<file path="config.mk">
export PLATFORM = sky130hd
export DESIGN_NAME = fetch_redirect_ctrl_flat
export DESIGN_NICKNAME = d
export VERILOG_FILES = /design/src/rtl/tspp_types_pkg.sv /design/src/rtl/fetch_control_if.sv /design/src/rtl/redirect_prio_sel.sv /design/src/rtl/fetch_redirect_ctrl.sv /design/src/flat_wrapper.sv
export SDC_FILE = /design/constraint.sdc
export NUM_CORES = 1
export LEC_CHECK = 0
export CORE_UTILIZATION = 38
export CTS_BUF_LIST = sky130_fd_sc_hd__clkbuf_4
export CTS_CLUSTER_DIAMETER = 80
export CTS_CLUSTER_SIZE = 14
export DETAILED_ROUTE_END_ITERATION = 6
export PLACE_DENSITY = 0.83
export REMOVE_ABC_BUFFERS = 1
export SETUP_SLACK_MARGIN = 0.15
export SLEW_MARGIN = 5
export SYNTH_ARGS = -nofsm -noshare
export SYNTH_HDL_FRONTEND = slang
export SYNTH_SLANG_ARGS = --single-unit
export TNS_END_PERCENT = 1
</file>
<file path="constraint.sdc">
create_clock -name CLK -period 5.57 [get_ports CLK]
set_input_delay 1.671 -clock CLK [delete_from_list [all_inputs] [get_ports CLK]]
set_output_delay 1.671 -clock CLK [all_outputs]
set_load 0.02 [all_outputs]
</file>
<file path="src/rtl/tspp_types_pkg.sv">
// Shared types for the fetch-side control logic: redirect source ranking and
// the redirect controller state encoding.
package tspp_types_pkg;

    // Numeric order of the encoding equals redirect priority.
    typedef enum logic [2:0] {
        RS_NONE = 3'd0,
        RS_JMP  = 3'd1,
        RS_BR   = 3'd2,
        RS_RET  = 3'd3,
        RS_TRAP = 3'd4
    } redirect_src_t;

    typedef enum logic [1:0] {
        IDLE    = 2'd0,
        PENDING = 2'd1,
        FLUSH   = 2'd2
    } fetch_redirect_state_t;

    localparam int FLUSH_CNT_W = 4;

    // One-hot grant vector ordered {trap, ret, br, jmp}.
    function automatic logic [3:0] src_to_grant(input redirect_src_t src);
        logic [3:0] g;
        g = 4'b0000;
        case (src)
            RS_TRAP: g = 4'b1000;
            RS_RET:  g = 4'b0100;
            RS_BR:   g = 4'b0010;
            RS_JMP:  g = 4'b0001;
            default: g = 4'b0000;
        endcase
        return g;
    endfunction

endpackage

</file>
<file path="src/rtl/fetch_control_if.sv">
// Control-side signals passed from the redirect controller to the fetch stage.
interface fetch_control_if #(
    parameter int ADDR_W = 32
);
    logic              update_pc;
    logic [ADDR_W-1:0] update_addr;
    logic              flush;
    logic              stall;

    modport control (
        output update_pc,
        output update_addr,
        output flush,
        output stall
    );

    modport fetch (
        input update_pc,
        input update_addr,
        input flush,
        input stall
    );
endinterface

</file>
<file path="src/rtl/redirect_prio_sel.sv">
// Fixed-priority redirect selector: trap > ret > br > jmp, purely combinational.
module redirect_prio_sel
    import tspp_types_pkg::*;
#(
    parameter int ADDR_W = 32
) (
    input  logic              trap_req,
    input  logic [ADDR_W-1:0] trap_addr,
    input  logic              ret_req,
    input  logic [ADDR_W-1:0] ret_addr,
    input  logic              br_req,
    input  logic [ADDR_W-1:0] br_addr,
    input  logic              jmp_req,
    input  logic [ADDR_W-1:0] jmp_addr,
    output redirect_src_t     win_src,
    output logic [ADDR_W-1:0] win_addr,
    output logic [3:0]        win_grant
);

    always_comb begin
        win_src  = RS_NONE;
        win_addr = '0;
        if (trap_req) begin
            win_src  = RS_TRAP;
            win_addr = trap_addr;
        end else if (ret_req) begin
            win_src  = RS_RET;
            win_addr = ret_addr;
        end else if (br_req) begin
            win_src  = RS_BR;
            win_addr = br_addr;
        end else if (jmp_req) begin
            win_src  = RS_JMP;
            win_addr = jmp_addr;
        end
        win_grant = src_to_grant(win_src);
    end

endmodule

</file>
<file path="src/rtl/fetch_redirect_ctrl.sv">
// Redirect controller: arbitrates PC redirects, holds one while imem is busy,
// and sequences the wrong-path flush toward the fetch stage.
module fetch_redirect_ctrl
    import tspp_types_pkg::*;
#(
    parameter int FLUSH_CYCLES = 1,
    parameter int ADDR_W       = 32
) (
    input  logic              CLK,
    input  logic              RST,
    fetch_control_if.control  fcif,
    input  logic              trap_req,
    input  logic [ADDR_W-1:0] trap_addr,
    input  logic              ret_req,
    input  logic [ADDR_W-1:0] ret_addr,
    input  logic              br_req,
    input  logic [ADDR_W-1:0] br_addr,
    input  logic              jmp_req,
    input  logic [ADDR_W-1:0] jmp_addr,
    input  logic              hazard_stall,
    input  logic              fetch_busy,
    output logic [3:0]        grant
);

    localparam logic [FLUSH_CNT_W-1:0] FLUSH_RELOAD = FLUSH_CNT_W'(FLUSH_CYCLES - 1);
    localparam fetch_redirect_state_t  ISSUE_NEXT   = (FLUSH_CYCLES > 1) ? FLUSH : IDLE;

    fetch_redirect_state_t  state, state_nxt;
    logic [ADDR_W-1:0]      pend_addr, pend_addr_nxt;
    redirect_src_t          pend_src, pend_src_nxt;
    logic [FLUSH_CNT_W-1:0] flush_cnt, flush_cnt_nxt;

    redirect_src_t          win_src;
    logic [ADDR_W-1:0]      win_addr;
    logic [3:0]             win_grant;
    logic                   win_present;
    logic                   win_ge_pend;

    logic                   issue;
    logic [ADDR_W-1:0]      issue_addr;
    logic                   upc_c;
    logic [ADDR_W-1:0]      uaddr_c;
    logic                   flush_c;
    logic                   stall_c;
    logic [3:0]             grant_c;

    redirect_prio_sel #(.ADDR_W(ADDR_W)) u_prio (
        .trap_req  (trap_req),
        .trap_addr (trap_addr),
        .ret_req   (ret_req),
        .ret_addr  (ret_addr),
        .br_req    (br_req),
        .br_addr   (br_addr),
        .jmp_req   (jmp_req),
        .jmp_addr  (jmp_addr),
        .win_src   (win_src),
        .win_addr  (win_addr),
        .win_grant (win_grant)
    );

    assign win_present = (win_src != RS_NONE);
    // A held redirect yields only to an equal or higher-priority request.
    assign win_ge_pend = win_present && (win_src >= pend_src);

    always_comb begin
        state_nxt     = state;
        pend_addr_nxt = pend_addr;
        pend_src_nxt  = pend_src;
        flush_cnt_nxt = flush_cnt;
        issue         = 1'b0;
        issue_addr    = '0;
        upc_c         = 1'b0;
        uaddr_c       = '0;
        flush_c       = 1'b0;
        stall_c       = 1'b0;
        grant_c       = 4'b0000;

        case (state)
            PENDING: begin
                flush_c = 1'b1;
                if (win_ge_pend) grant_c = win_grant;
                if (fetch_busy) begin
                    stall_c = 1'b1;
                    if (win_ge_pend) begin
                        pend_addr_nxt = win_addr;
                        pend_src_nxt  = win_src;
                    end
                end else begin
                    issue      = 1'b1;
                    issue_addr = win_ge_pend ? win_addr : pend_addr;
                end
            end
            default: begin
                if (win_present) begin
                    grant_c = win_grant;
                    flush_c = 1'b1;
                    if (fetch_busy) begin
                        stall_c       = 1'b1;
                        pend_addr_nxt = win_addr;
                        pend_src_nxt  = win_src;
                        state_nxt     = PENDING;
                    end else begin
                        issue      = 1'b1;
                        issue_addr = win_addr;
                    end
                end else if (state == FLUSH) begin
                    flush_c = 1'b1;
                    if (flush_cnt <= 4'd1) begin
                        state_nxt     = IDLE;
                        flush_cnt_nxt = '0;
                    end else begin
                        flush_cnt_nxt = flush_cnt - 4'd1;
                    end
                end else begin
                    stall_c = hazard_stall;
                end
            end
        endcase

        // Issue is zero-latency and always overrides a hazard stall.
        if (issue) begin
            upc_c         = 1'b1;
            uaddr_c       = issue_addr;
            stall_c       = 1'b0;
            state_nxt     = ISSUE_NEXT;
            flush_cnt_nxt = FLUSH_RELOAD;
            pend_src_nxt  = RS_NONE;
        end

        if (RST) begin
            upc_c   = 1'b0;
            uaddr_c = '0;
            flush_c = 1'b0;
            stall_c = 1'b0;
            grant_c = 4'b0000;
        end
    end

    always_ff @(posedge CLK or posedge RST) begin
        if (RST) begin
            state     <= IDLE;
            pend_addr <= '0;
            pend_src  <= RS_NONE;
            flush_cnt <= '0;
        end else begin
            state     <= state_nxt;
            pend_addr <= pend_addr_nxt;
            pend_src  <= pend_src_nxt;
            flush_cnt <= flush_cnt_nxt;
        end
    end

    assign fcif.update_pc   = upc_c;
    assign fcif.update_addr = uaddr_c;
    assign fcif.flush       = flush_c;
    assign fcif.stall       = stall_c;
    assign grant            = grant_c;

endmodule

</file>
<file path="src/flat_wrapper.sv">
// flat-port wrapper written by rule: the top's interface ports become plain ports
module fetch_redirect_ctrl_flat import tspp_types_pkg::*;
#(
    parameter int FLUSH_CYCLES = 1,
    parameter int ADDR_W       = 32
)
  (CLK, RST, trap_req, trap_addr, ret_req, ret_addr, br_req, br_addr, jmp_req, jmp_addr, hazard_stall, fetch_busy, grant, fcif_update_pc, fcif_update_addr, fcif_flush, fcif_stall);
  fetch_control_if #(.ADDR_W(ADDR_W)) fcif_i ();
  input  logic CLK;
  input  logic RST;
  input  logic trap_req;
  input  logic [ADDR_W-1:0] trap_addr;
  input  logic ret_req;
  input  logic [ADDR_W-1:0] ret_addr;
  input  logic br_req;
  input  logic [ADDR_W-1:0] br_addr;
  input  logic jmp_req;
  input  logic [ADDR_W-1:0] jmp_addr;
  input  logic hazard_stall;
  input  logic fetch_busy;
  output logic [3:0] grant;
  output wire logic [$bits(fcif_i.update_pc)-1:0] fcif_update_pc;
  output wire logic [$bits(fcif_i.update_addr)-1:0] fcif_update_addr;
  output wire logic [$bits(fcif_i.flush)-1:0] fcif_flush;
  output wire logic [$bits(fcif_i.stall)-1:0] fcif_stall;
  assign fcif_update_pc = fcif_i.update_pc;
  assign fcif_update_addr = fcif_i.update_addr;
  assign fcif_flush = fcif_i.flush;
  assign fcif_stall = fcif_i.stall;
  fetch_redirect_ctrl #(.FLUSH_CYCLES(FLUSH_CYCLES), .ADDR_W(ADDR_W)) u_core (.CLK(CLK), .RST(RST), .fcif(fcif_i), .trap_req(trap_req), .trap_addr(trap_addr), .ret_req(ret_req), .ret_addr(ret_addr), .br_req(br_req), .br_addr(br_addr), .jmp_req(jmp_req), .jmp_addr(jmp_addr), .hazard_stall(hazard_stall), .fetch_busy(fetch_busy), .grant(grant));
endmodule
</file>
* Word-level counts from Yosys, hierarchy flattened
Cells that the tools add are included.
Word-level totals: bits in registers 41, bits in latches 0, RAM bits 0, bits in read-only memories 0, input port bits 136, output and inout port bits 39, word-level logic and storage cells 87, memories kept 0
Cells by class: add/subtract/negate cells 1, multiply operators 0, div/mod/pow operators 0, order comparisons 2, equality and inequality tests 13, shift-type cells 0, multiplexer cells 56, bitwise logic cells 0, reductions and logical operators 11
Operator list (count):
- 32-bit two-way mux | 15
- 4-bit two-way mux | 9
- 3-bit two-way mux | 7
- 1-bit two-way mux | 16
- 2-bit two-way mux | 8
- 4-bit one-hot mux with 4 select lines | 1
- 3-bit nonzero test | 4
- 4-bit AND reduction | 2
- 3-bit by 2-bit equality test with 1-bit output (second input constant) | 2
- 2-bit inequality test (second input constant) | 3
- 3-bit AND reduction | 2
- 4-bit by 1-bit <= comparator with 1-bit output (second input constant) | 1
- 2-bit nonzero test | 2
- 4-bit by 1-bit subtractor with 4-bit output (second input constant) | 1
- 3-bit by 1-bit equality test with 1-bit output (second input constant) | 1
- 3-bit equality test (second input constant) | 1
- 3-bit >= comparator | 1
- 3-bit by 1-bit inequality test with 1-bit output (second input constant) | 1
- 3-bit by 2-bit inequality test with 1-bit output (second input constant) | 1
- 3-bit inequality test (second input constant) | 1
- 2-bit by 1-bit equality test with 1-bit output (second input constant) | 1
- 2-bit equality test (second input constant) | 1
- 2-bit by 1-bit inequality test with 1-bit output (second input constant) | 1
- 1-bit logical AND | 1

* Longest topological paths before layout
Gate-level depths: netlist of run 1.
depth after elaboration 11, mapped depth 12, gate-level depth less buffers 8

* By module
From an unflattened synthesis of run 1, not the netlist that was laid out.
Second synthesis, totals: cell total of the unflattened synthesis 361, area total of the unflattened synthesis 3203.1 sq um
By module, submodules not included:
- fetch_redirect_ctrl | times used 1, cells an instance 235, area an instance 2362.3 sq um, seq. area each 900.9 sq um
- redirect_prio_sel | times used 1, cells an instance 126, area an instance 840.8 sq um, seq. area each 0.0 sq um

* Worst setup path after synthesis of run 1
Ideal clock, no wire load.
path kind input -> output, start point in br_req, end point out fcif_update_addr[10], data arrival time 3.742 ns, required time 3.899 ns, slack 0.157 ns, stages on the path 11, path buffers 3, cell sequence buf_2 > buf_1 > nor2_1 > nor2_1 > ha_1 > nand2_1 > o21a_1 > o21ai_1 > clkbuf_1 > nand2_1 > a21oi_1
On the way: cells in the longest elaborated chain, start to end 10, elaborated cells on any way between the ends 18, those cells by class 1 x order compare; 15 x mux; 2 x reduce/logical
Ends and longest elaborated chain:
- from (decl) | RTL line flat_wrapper.sv:15 | input logic br_req;
- 2-bit two-way mux | RTL line redirect_prio_sel.sv:29 | end else if (br_req) begin
- 2-bit two-way mux | RTL line redirect_prio_sel.sv:26 | end else if (ret_req) begin
- 3-bit two-way mux | RTL line redirect_prio_sel.sv:23 | if (trap_req) begin
- 3-bit >= comparator / 3-bit nonzero test (equally long branches) | RTL line fetch_redirect_ctrl.sv:63, fetch_redirect_ctrl.sv:61
- 1-bit logical AND | RTL line fetch_redirect_ctrl.sv:63 | assign win_ge_pend = win_present && (win_src >= pend_src);
- 32-bit two-way mux | RTL line fetch_redirect_ctrl.sv:90 | issue_addr = win_ge_pend ? win_addr : pend_addr;
- 32-bit two-way mux | RTL line fetch_redirect_ctrl.sv:82 | if (fetch_busy) begin
- 32-bit two-way mux | RTL line fetch_redirect_ctrl.sv:78 | case (state)
- 32-bit two-way mux (*) | RTL line fetch_redirect_ctrl.sv:121 | if (issue) begin
- 32-bit two-way mux (*) | RTL line fetch_redirect_ctrl.sv:130 | if (RST) begin
- to (decl) | RTL line flat_wrapper.sv:23 | output wire logic [$bits(fcif_i.update_addr)-1:0] fcif_update_addr;
Mark *: on every way between the ends. The rest lies on a longest branch, timed or not.

* Worst setup path in the final report of run 1
start point in jmp_req, end point out fcif_update_addr[16]
On the way: cells in the longest elaborated chain, start to end 11, elaborated cells on any way between the ends 20, those cells by class 1 x order compare; 17 x mux; 2 x reduce/logical
Ends and longest elaborated chain:
- from (decl) | RTL line flat_wrapper.sv:17 | input logic jmp_req;
- 1-bit two-way mux | RTL line redirect_prio_sel.sv:32 | end else if (jmp_req) begin
- 2-bit two-way mux | RTL line redirect_prio_sel.sv:29
- 2-bit two-way mux | RTL line redirect_prio_sel.sv:26
- 3-bit two-way mux | RTL line redirect_prio_sel.sv:23
- 3-bit >= comparator / 3-bit nonzero test (equally long branches) | RTL line fetch_redirect_ctrl.sv:63, fetch_redirect_ctrl.sv:61
- 1-bit logical AND | RTL line fetch_redirect_ctrl.sv:63
- 32-bit two-way mux | RTL line fetch_redirect_ctrl.sv:90
- 32-bit two-way mux | RTL line fetch_redirect_ctrl.sv:82
- 32-bit two-way mux | RTL line fetch_redirect_ctrl.sv:78
- 32-bit two-way mux (*) | RTL line fetch_redirect_ctrl.sv:121
- 32-bit two-way mux (*) | RTL line fetch_redirect_ctrl.sv:130
Marked as above.

==> results.py, run 1 <==
metrics = {
    "logic_synthesis": {
        "yosys.cell_types.count": 33,
        "seq_area_frac_synth": 0.328,
        "syn_avg_cell_area_sq_um": 8.48,
        "synth_area_leader_cell": "dfrtp_1",
        "synth_top_flop_cell": "dfrtp_1",
        "synth_top_area_share": 0.328,
        "synthArstFlopShare": 1.00,
        "synth_area_sq_um": 2750,
        "synth.ff_latch_count": 36,
        "synth_warnings": 0,
        "yosys-top-cells-area": "dfrtp_1 33%, a22oi_1 13%, mux2_2 9.8%",
        "synth-edff-count": 0,
        "syn_inst": 324,
    },
    "clocking": {
        "path_clk_slew_ns": 0.11,
        "htree_levels": 2,
        "cts_hold_buf": 0,
        "clockBufferDepth": 2,
        "cts_tree": "built",
        "clock_latency_ns": 0.35,
        "cts_sinks": 36,
        "cts_root_buffer": "clkbuf_4",
        "cts_buffers": 5,
    },
    "placed_design": {
        "place_congestion": 0.901,
        "dp_worst_setup_slack_ns": -0.469,
        "dpl.hpwl_mm": 7.52,
        "port_buffers": 174,
    },
    "grt": {
        "met2_usage": 0.486,
        "grt_pass1_wl_mm": 15.9,
        "grt_max_degree": 37,
        "grtUsageTotal": 0.273,
        "antenna_found_initial": 0,
        "grt_util_met3": 0.0673,
        "grt_use_met1": 0.313,
        "grt_overflow": 0,
        "grt.busiest_layer": "met2",
        "grt_pass1_vias": 3388,
    },
    "outcome": {
        "status": "finished clean",
    },
    "cells_and_area": {
        "area_growth_pct": 74.0,
        "layout.nets": 650,
        "post-route-util": 0.692,
        "multiInputGateArea_sq_um": 1670,
        "seq_area_sq_um": 901,
        "diodes": 0,
        "fillers": 568,
        "drive_above_1_share": 0.240,
    },
    "floorplan": {
        "ios": 175,
        "die_area_sq_um": 7580,
        "core_region_area_sq_um": 6910,
        "fp-row-count": 30,
        "start_util": 0.398,
        "die-height_um": 87.1,
        "die_x_um": 87.1,
    },
    "worst_setup_path": {
        "cp_max_fo": 4,
        "crit_required_ns": 3.90,
        "r2r_slack_ns": 2.96,
        "slowest_stage": "clkdlybuf4s15_1",
        "cp.arrival_ns": 3.68,
        "crit_chain": "clkdlybuf4s15_1, nor2b_4, o21ai_2, ha_1, nor2b_2, o21ai_1, buf_4, a21boi_4, buf_4, a22oi_1, nor2_1, clkdlybuf4s15_1",
        "cp_slowest_stage_delay_ns": 0.31,
        "critPathCaptureType": "output port",
        "path_class": "in2out",
        "startpoint_type": "input pin",
    },
    "sta": {
        "worst_pin_slew_ns": 0.566,
        "worst_slack_ns": 0.223,
        "holdWs_ns": 0.508,
        "period_share": 0.960,
        "max_freq_mhz": 187,
        "final-setup-viol-count": 0,
        "fin_worst_skew_ns": 0.0108,
        "rsz0062_at_grt": "false",
        "finalSetupTns_ns": 0,
        "maxSlewViolCount": 0,
        "hold_viol": 0,
        "finalCriticalPeriod_ns": 5.35,
        "slew_headroom": 0.622,
    },
    "detailed_routing": {
        "vias": 3383,
        "drc": 0,
        "vias_per_cell": 5.56,
        "first_iter_violations": 191,
        "ant_nets": 0,
        "routed_wl_mm": 10.4,
        "wl_per_cell_um": 17.1,
        "dr.pass1.iters": 4,
    },
    "worst_hold_path": {
        "min_path_type": "reg2reg",
    },
    "pwr": {
        "powerDensity_nw_per_um2": 199,
        "p_leak_nw": 2.02,
        "ir_drop_uv": 96.8,
    },
    "run": {
        "cap_violations": 0,
    },
}
## cell usage after synthesis, types with 5 or more instances
cell type,n
a22oi_1,47
buf_6,7
clkbuf_1,14
o22ai_1,33
buf_2,10
nand2_1,40
inv_1,5
a21oi_2,6
a21oi_1,44
nor2_1,23
mux2_2,24
mux2_1,8
dfrtp_1,36
## critical path: cells and delay by family
kind / cells / cell delay, ns
AO/OA/AOI/OAI: 4 / 0.45
adder cells (fa/ha/maj): 1 / 0.30
buffers and inverters: 4 / 0.84
AND/OR/NAND/NOR: 3 / 0.40
## area by class of cell
type,count,share of cell area
multi-input cells,250,0.349
inverters,6,0.00471
clock inverters,3,0.00890
flip-flops and latches,36,0.188
clock buffers,5,0.00785
well taps,96,0.0251
repair buffers,212,0.416
## repair_timing
item / in CTS / in global routing
gates resized for setup: 139 / 19
cloned: 1 / 0
pin swaps: 2 / 5
setup endpoints to repair: 39 / 38
buffers inserted: 3 / 2
## logic make-up (layout without fill, tap and decap cells)
logic type	Yosys count	after routing	synth area share
buffers and inverters	38	226	0.0756
AO/OA/AOI/OAI	141	141	0.336
adder cells (fa/ha/maj)	3	3	0.0137
AND/OR/NAND/NOR	74	74	0.116
multiplexers	32	32	0.131
flip-flops	36	36	0.328
## cells in the final DEF (no fill, tap or decap), types with 21 or more instances in the layout
cell             count
a22oi_1             47
nor2_1              21
dfrtp_1             36
buf_2               27
a21oi_1             41
mux2_2              24
nand2_1             40
clkdlybuf4s50_1    131
o22ai_1             33
buf_4               30
## path summary, 6_finish.rpt
kind                                startpoint                   end  cells after the start
max in group asynchronous                  RST   u_core.pend_addr[4]                      4
min                        u_core.pend_addr[6]   u_core.pend_addr[6]                      1
min reg2reg                u_core.pend_addr[6]   u_core.pend_addr[6]                      1
max                                    jmp_req  fcif_update_addr[16]                     12
min in group asynchronous                  RST   u_core.pend_addr[7]                      4
max reg2reg                 u_core.pend_src[2]   u_core.pend_addr[8]                      9
## where the power goes
part	switching, mW	internal [mW]
clock	0.0957	0.0935
sequential	0.0282	0.314
combinational	0.186	0.232
total	0.310	0.640
## state kept, by name, summed over array words and instances, names as in the netlist
| signal | cells |
|---|---|
| u_core.pend_src | 3 |
| u_core.pend_addr | 32 |
| u_core.state | 1 |
## layer usage
layer | wire length, um | vias to the layer above
met2 | 5460 | 145
met3 | 753 | 23
li1 | - | 1587
met4 | 229 | 0
met1 | 3960 | 1628
met5 | 0 | -
## through the flow
step | std cells | cell area [sq um] | power (mW)
global placement | 594 | 4760 | 0.750
global route | 608 | 4780 | 1.01
detailed placement | 594 | 4760 | 0.764
finish | 608 | 4780 | 0.950
CTS | 606 | 4760 | 0.950
floorplan | 292 | 2560 | 0.536
No activity file was read; power rests on OpenSTA's default activity.
==> run 2, diff against run 1 <==
CORE_UTILIZATION = 37   (was 38)
CTS_BUF_LIST = default   (was sky130_fd_sc_hd__clkbuf_4)
PLACE_DENSITY = 0.81   (was 0.83)
==> results.py, run 2 (synthesized netlist as in run 1, its figures left out) <==
metrics = {
    "outcome": {
        "status": "finished clean",
    },
    "clocking": {
        "cts_root_buffer": "clkbuf_8",
        "clock_latency_ns": 0.28,
        "clockBufferDepth": 2,
        "cts_tree": "built",
        "cts_buffers": 5,
        "htree_levels": 2,
        "cts_hold_buf": 0,
        "cts_sinks": 36,
        "path_clk_slew_ns": 0.07,
    },
    "sta": {
        "worst_slack_ns": 0.255,
        "rsz0062_at_grt": "false",
        "fin_worst_skew_ns": 0.00404,
        "hold_viol": 0,
        "worst_pin_slew_ns": 0.697,
        "max_freq_mhz": 188,
        "slew_headroom": 0.535,
        "finalSetupTns_ns": 0,
        "maxSlewViolCount": 0,
        "finalCriticalPeriod_ns": 5.32,
        "period_share": 0.954,
        "holdWs_ns": 0.495,
        "final-setup-viol-count": 0,
    },
    "detailed_routing": {
        "routed_wl_mm": 10.7,
        "wl_per_cell_um": 17.6,
        "first_iter_violations": 142,
        "dr.pass1.iters": 4,
        "highest_layer": "met4",
        "vias": 3415,
        "met1_length_mm": 4.15,
        "wl_met2_mm": 5.41,
        "ant_nets": 0,
        "vias_per_cell": 5.59,
        "drc": 0,
        "wl_met3_um": 920,
    },
    "worst_setup_path": {
        "rr_startpoint": "u_core.pend_src[0]",
        "slowest_stage": "or4_4",
        "cp_slowest_stage_delay_ns": 0.48,
        "reg2reg_to": "u_core.pend_addr[22]",
        "crit_chain": "clkbuf_2, buf_4, buf_4, or4_4, a21boi_4, buf_12, buf_6, buf_6, nand2_1, a21oi_2, buf_4",
        "cp-startpoint": "br_req",
        "cp.arrival_ns": 3.64,
        "r2r_slack_ns": 3.15,
        "critPathCaptureType": "output port",
        "startpoint_type": "input pin",
        "cp_max_fo": 17,
        "rr_worst_depth": 9,
        "path_class": "in2out",
        "crit_top_cell": "buf_4",
        "crit_required_ns": 3.90,
    },
    "pwr": {
        "power.total_uw": 977,
        "internal-power_uw": 657,
        "power_frac_clock": 0.199,
        "p_sw_uw": 320,
        "powerDensity_nw_per_um2": 200,
        "pwr-share-comb": 0.448,
        "pwr-share-seq": 0.353,
        "swShare": 0.328,
        "ir_drop_uv": 144,
        "p_leak_nw": 2.07,
    },
    "cells_and_area": {
        "fillers": 606,
        "drive_above_1_share": 0.252,
        "diodes": 0,
        "reg_top3": "u_core.pend_addr x32, u_core.pend_src x3, u_core.state x1",
        "post-route-util": 0.677,
        "seq_area_sq_um": 901,
        "final_cells": 611,
        "final_common_cell": "clkdlybuf4s50_1",
        "layout.nets": 650,
        "stdcell_area_sq_um": 4880,
        "multiInputGateArea_sq_um": 1710,
        "largest_reg_flops": 32,
        "largest_register": "u_core.pend_addr",
        "layout_common_cells": "131 x clkdlybuf4s50_1, 47 x a22oi_1, 42 x a21oi_1",
        "area_growth_pct": 77.7,
    },
    "placed_design": {
        "port_buffers": 174,
        "place_congestion": 0.811,
        "post-place-cells": 593,
        "dp_worst_setup_slack_ns": -0.469,
        "postPlaceCellArea_sq_um": 4720,
        "dpl.hpwl_mm": 7.49,
    },
    "worst_hold_path": {
        "whs_endpoint": "u_core.pend_addr[15]",
        "hold_depth": 1,
        "min_path_type": "reg2reg",
        "min_from": "u_core.pend_addr[15]",
    },
    "grt": {
        "grt_max_degree": 34,
        "antenna_found_initial": 0,
        "grt_overflow": 0,
        "grtUsageTotal": 0.257,
        "grt_pass1_wl_mm": 15.4,
        "grt_pass1_vias": 3199,
    },
    "floorplan": {
        "fp-row-count": 31,
        "core_region_area_sq_um": 7210,
        "ios": 175,
        "start_util": 0.381,
        "die_area_sq_um": 7780,
        "die_x_um": 88.2,
        "die-height_um": 88.2,
    },
    "run": {
        "cap_violations": 0,
    },
}
## run 2: layer usage
layer / vias to the layer above / track usage
li1: 1585 / -
met3: 18 / 0.0622
met4: 0 / 0.0924
met2: 182 / 0.440
met5: - / 0
met1: 1630 / 0.315
## run 2: worst max path at each step
stage	cells after the start	endpoint	slack [ns]
floorplan	8	fcif_update_addr[15]	-0.96
global placement	11	fcif_update_addr[25]	-0.43
detailed placement	11	fcif_update_addr[3]	-0.47
CTS	11	fcif_update_addr[20]	0.04
global route	14	fcif_update_addr[17]	0.17
finish	11	fcif_update_addr[7]	0.25
## run 2: power by group through the flow
stage               sequential [mW]  combinational [mW]  clock (mW)
global route                  0.350               0.470       0.206
finish                        0.345               0.438       0.195
CTS                           0.343               0.408       0.192
global placement              0.344               0.404           0
detailed placement            0.347               0.413           0
floorplan                     0.338               0.198           0
## run 2: what timing repair did
item,CTS,global route
buffers inserted,0,5
pin swaps,2,5
endpoints found under the setup margin,39,38
resized for setup,123,51
gates cloned,1,4
## run 2: critical path: cells and delay by family
family / cells / cell delay, ns
compound gates: 2 / 0.40
buf+inv: 7 / 1.02
simple gates: 2 / 0.55
## run 2: cell type report
cell class	count	share of cell area
inverters	6	0.00461
clock buffers	6	0.0169
well taps	99	0.0254
flip-flops and latches	36	0.184
multi-input cells	250	0.349
clock inverters	2	0.00205
repair buffers	212	0.418
==> run 3, diff against run 2 <==
CORE_UTILIZATION = 38   (was 37)
CTS_BUF_LIST = sky130_fd_sc_hd__clkbuf_8   (was default)
PLACE_DENSITY = 0.83   (was 0.81)
==> results.py, run 3 (synthesized netlist as in run 1, its figures left out) <==
metrics = {
    "grt": {
        "grt_overflow": 0,
        "grt_pass1_vias": 3408,
        "antenna_found_initial": 0,
        "grt_max_degree": 37,
        "grtUsageTotal": 0.271,
        "grt_pass1_wl_mm": 15.9,
    },
    "placed_design": {
        "postPlaceCellArea_sq_um": 4760,
        "place_congestion": 0.901,
        "dpl.hpwl_mm": 7.52,
        "post-place-cells": 594,
        "dp_worst_setup_slack_ns": -0.469,
        "port_buffers": 174,
    },
    "floorplan": {
        "die_x_um": 87.1,
        "die-height_um": 87.1,
        "die_area_sq_um": 7580,
        "fp-row-count": 30,
        "core_region_area_sq_um": 6910,
        "ios": 175,
        "start_util": 0.398,
    },
    "sta": {
        "max_freq_mhz": 188,
        "slew_headroom": 0.625,
        "hold_viol": 0,
        "final-setup-viol-count": 0,
        "period_share": 0.953,
        "worst_slack_ns": 0.260,
        "maxSlewViolCount": 0,
        "worst_pin_slew_ns": 0.561,
        "finalCriticalPeriod_ns": 5.31,
        "fin_worst_skew_ns": 0.00864,
        "holdWs_ns": 0.498,
        "rsz0062_at_grt": "false",
        "finalSetupTns_ns": 0,
    },
    "cells_and_area": {
        "largest_reg_flops": 32,
        "area_growth_pct": 74.9,
        "post-route-util": 0.696,
        "layout_common_cells": "131 x clkdlybuf4s50_1, 47 x a22oi_1, 41 x a21oi_1",
        "final_cells": 607,
        "final_common_cell": "clkdlybuf4s50_1",
        "stdcell_area_sq_um": 4810,
        "drive_above_1_share": 0.239,
        "diodes": 0,
        "layout.nets": 649,
        "reg_top3": "u_core.pend_addr x32, u_core.pend_src x3, u_core.state x1",
        "largest_register": "u_core.pend_addr",
    },
    "worst_hold_path": {
        "hold_depth": 1,
        "min_path_type": "reg2reg",
    },
    "detailed_routing": {
        "vias_per_cell": 5.53,
        "wl_per_cell_um": 17.1,
        "first_iter_violations": 230,
        "dr.pass1.iters": 4,
        "routed_wl_mm": 10.4,
        "vias": 3355,
        "ant_nets": 0,
        "drc": 0,
    },
    "pwr": {
        "power.total_uw": 993,
        "powerDensity_nw_per_um2": 207,
        "ir_drop_uv": 97.9,
        "p_leak_nw": 2.03,
    },
    "worst_setup_path": {
        "slowest_stage": "dlygate4sd1_1",
        "cp_slowest_stage_delay_ns": 0.34,
        "worst_path_dominant_cell_family": "buffers and inverters",
        "path_class": "in2out",
        "rr_worst_depth": 9,
        "crit_top_cell": "buf_4",
        "cp_max_fo": 11,
        "cp.arrival_ns": 3.64,
        "crit_chain": "clkbuf_2, buf_4, nor2_2, nor2_1, ha_1, nand2_1, o21ai_0, buf_4, a21boi_4, buf_4, buf_6, nor3_1, dlygate4sd1_1",
        "crit_required_ns": 3.90,
        "cp_num_buf_inv": 6,
        "critPathCaptureType": "output port",
        "startpoint_type": "input pin",
        "cp_num_cells": 13,
    },
    "clocking": {
        "htree_levels": 2,
        "clock_latency_ns": 0.29,
        "cts_root_buffer": "clkbuf_8",
        "cts_sinks": 36,
        "clockBufferDepth": 2,
        "cts_tree": "built",
        "path_clk_slew_ns": 0.07,
        "cts_buffers": 5,
    },
    "outcome": {
        "status": "finished clean",
    },
    "run": {
        "cap_violations": 0,
    },
}
run 3: cell types whose count changed in the layout (fill, tap and decap cells not counted), moves of 2 or more:
| cell | delta |
|---|---|
| dlymetal6s2s_1 | -2 |
| a21oi_2 | +2 |
| buf_2 | +2 |
| clkdlybuf4s15_1 | +2 |
| buf_6 | -4 |
| clkbuf_16 | -3 |
run 3: timing repair:
item                       in CTS  in global routing
gates cloned                    1                  0
hold buffers                    0                  0
pin swaps                       2                  4
buffers inserted                3                  1
setup endpoints to repair      39                 38
gates resized for setup       140                 20
run 3: worst paths after layout:
| check | from | endpoint | slack, ns |
|---|---|---|---|
| min in group asynchronous | RST | u_core.pend_addr[7] | 1.96 |
| max reg2reg | u_core.pend_src[2] | u_core.pend_addr[8] | 3.08 |
| max in group asynchronous | RST | u_core.pend_addr[16] | 3.26 |
| min reg2reg | u_core.pend_addr[6] | u_core.pend_addr[6] | 0.50 |
| max | br_req | grant[2] | 0.26 |
| min | u_core.pend_addr[6] | u_core.pend_addr[6] | 0.50 |
run 3: report_power, final:
part / internal (mW) / switching, mW / total, mW
logic: 0.233 / 0.186 / 0.418
clock network: 0.132 / 0.100 / 0.233
registers: 0.314 / 0.0282 / 0.343
run 3: routing by layer:
metal	share of wire	track usage	vias to the layer above	routed length, um
met2	0.52	0.493	146	5440
met3	0.069	0.0616	23	720
met4	0.022	0.0955	0	231
met1	0.38	0.311	1599	3980
li1	-	-	1587	-
met5	0	0	-	0
run 3: layout make-up:
class	instances	area, sq um
clock inverters	3	42.5
fillers	558	2100
flip-flops and latches	36	901
inverters	6	22.5
multi-input cells	250	1670
clock buffers	5	68.8
repair buffers	211	1980
well taps	96	120
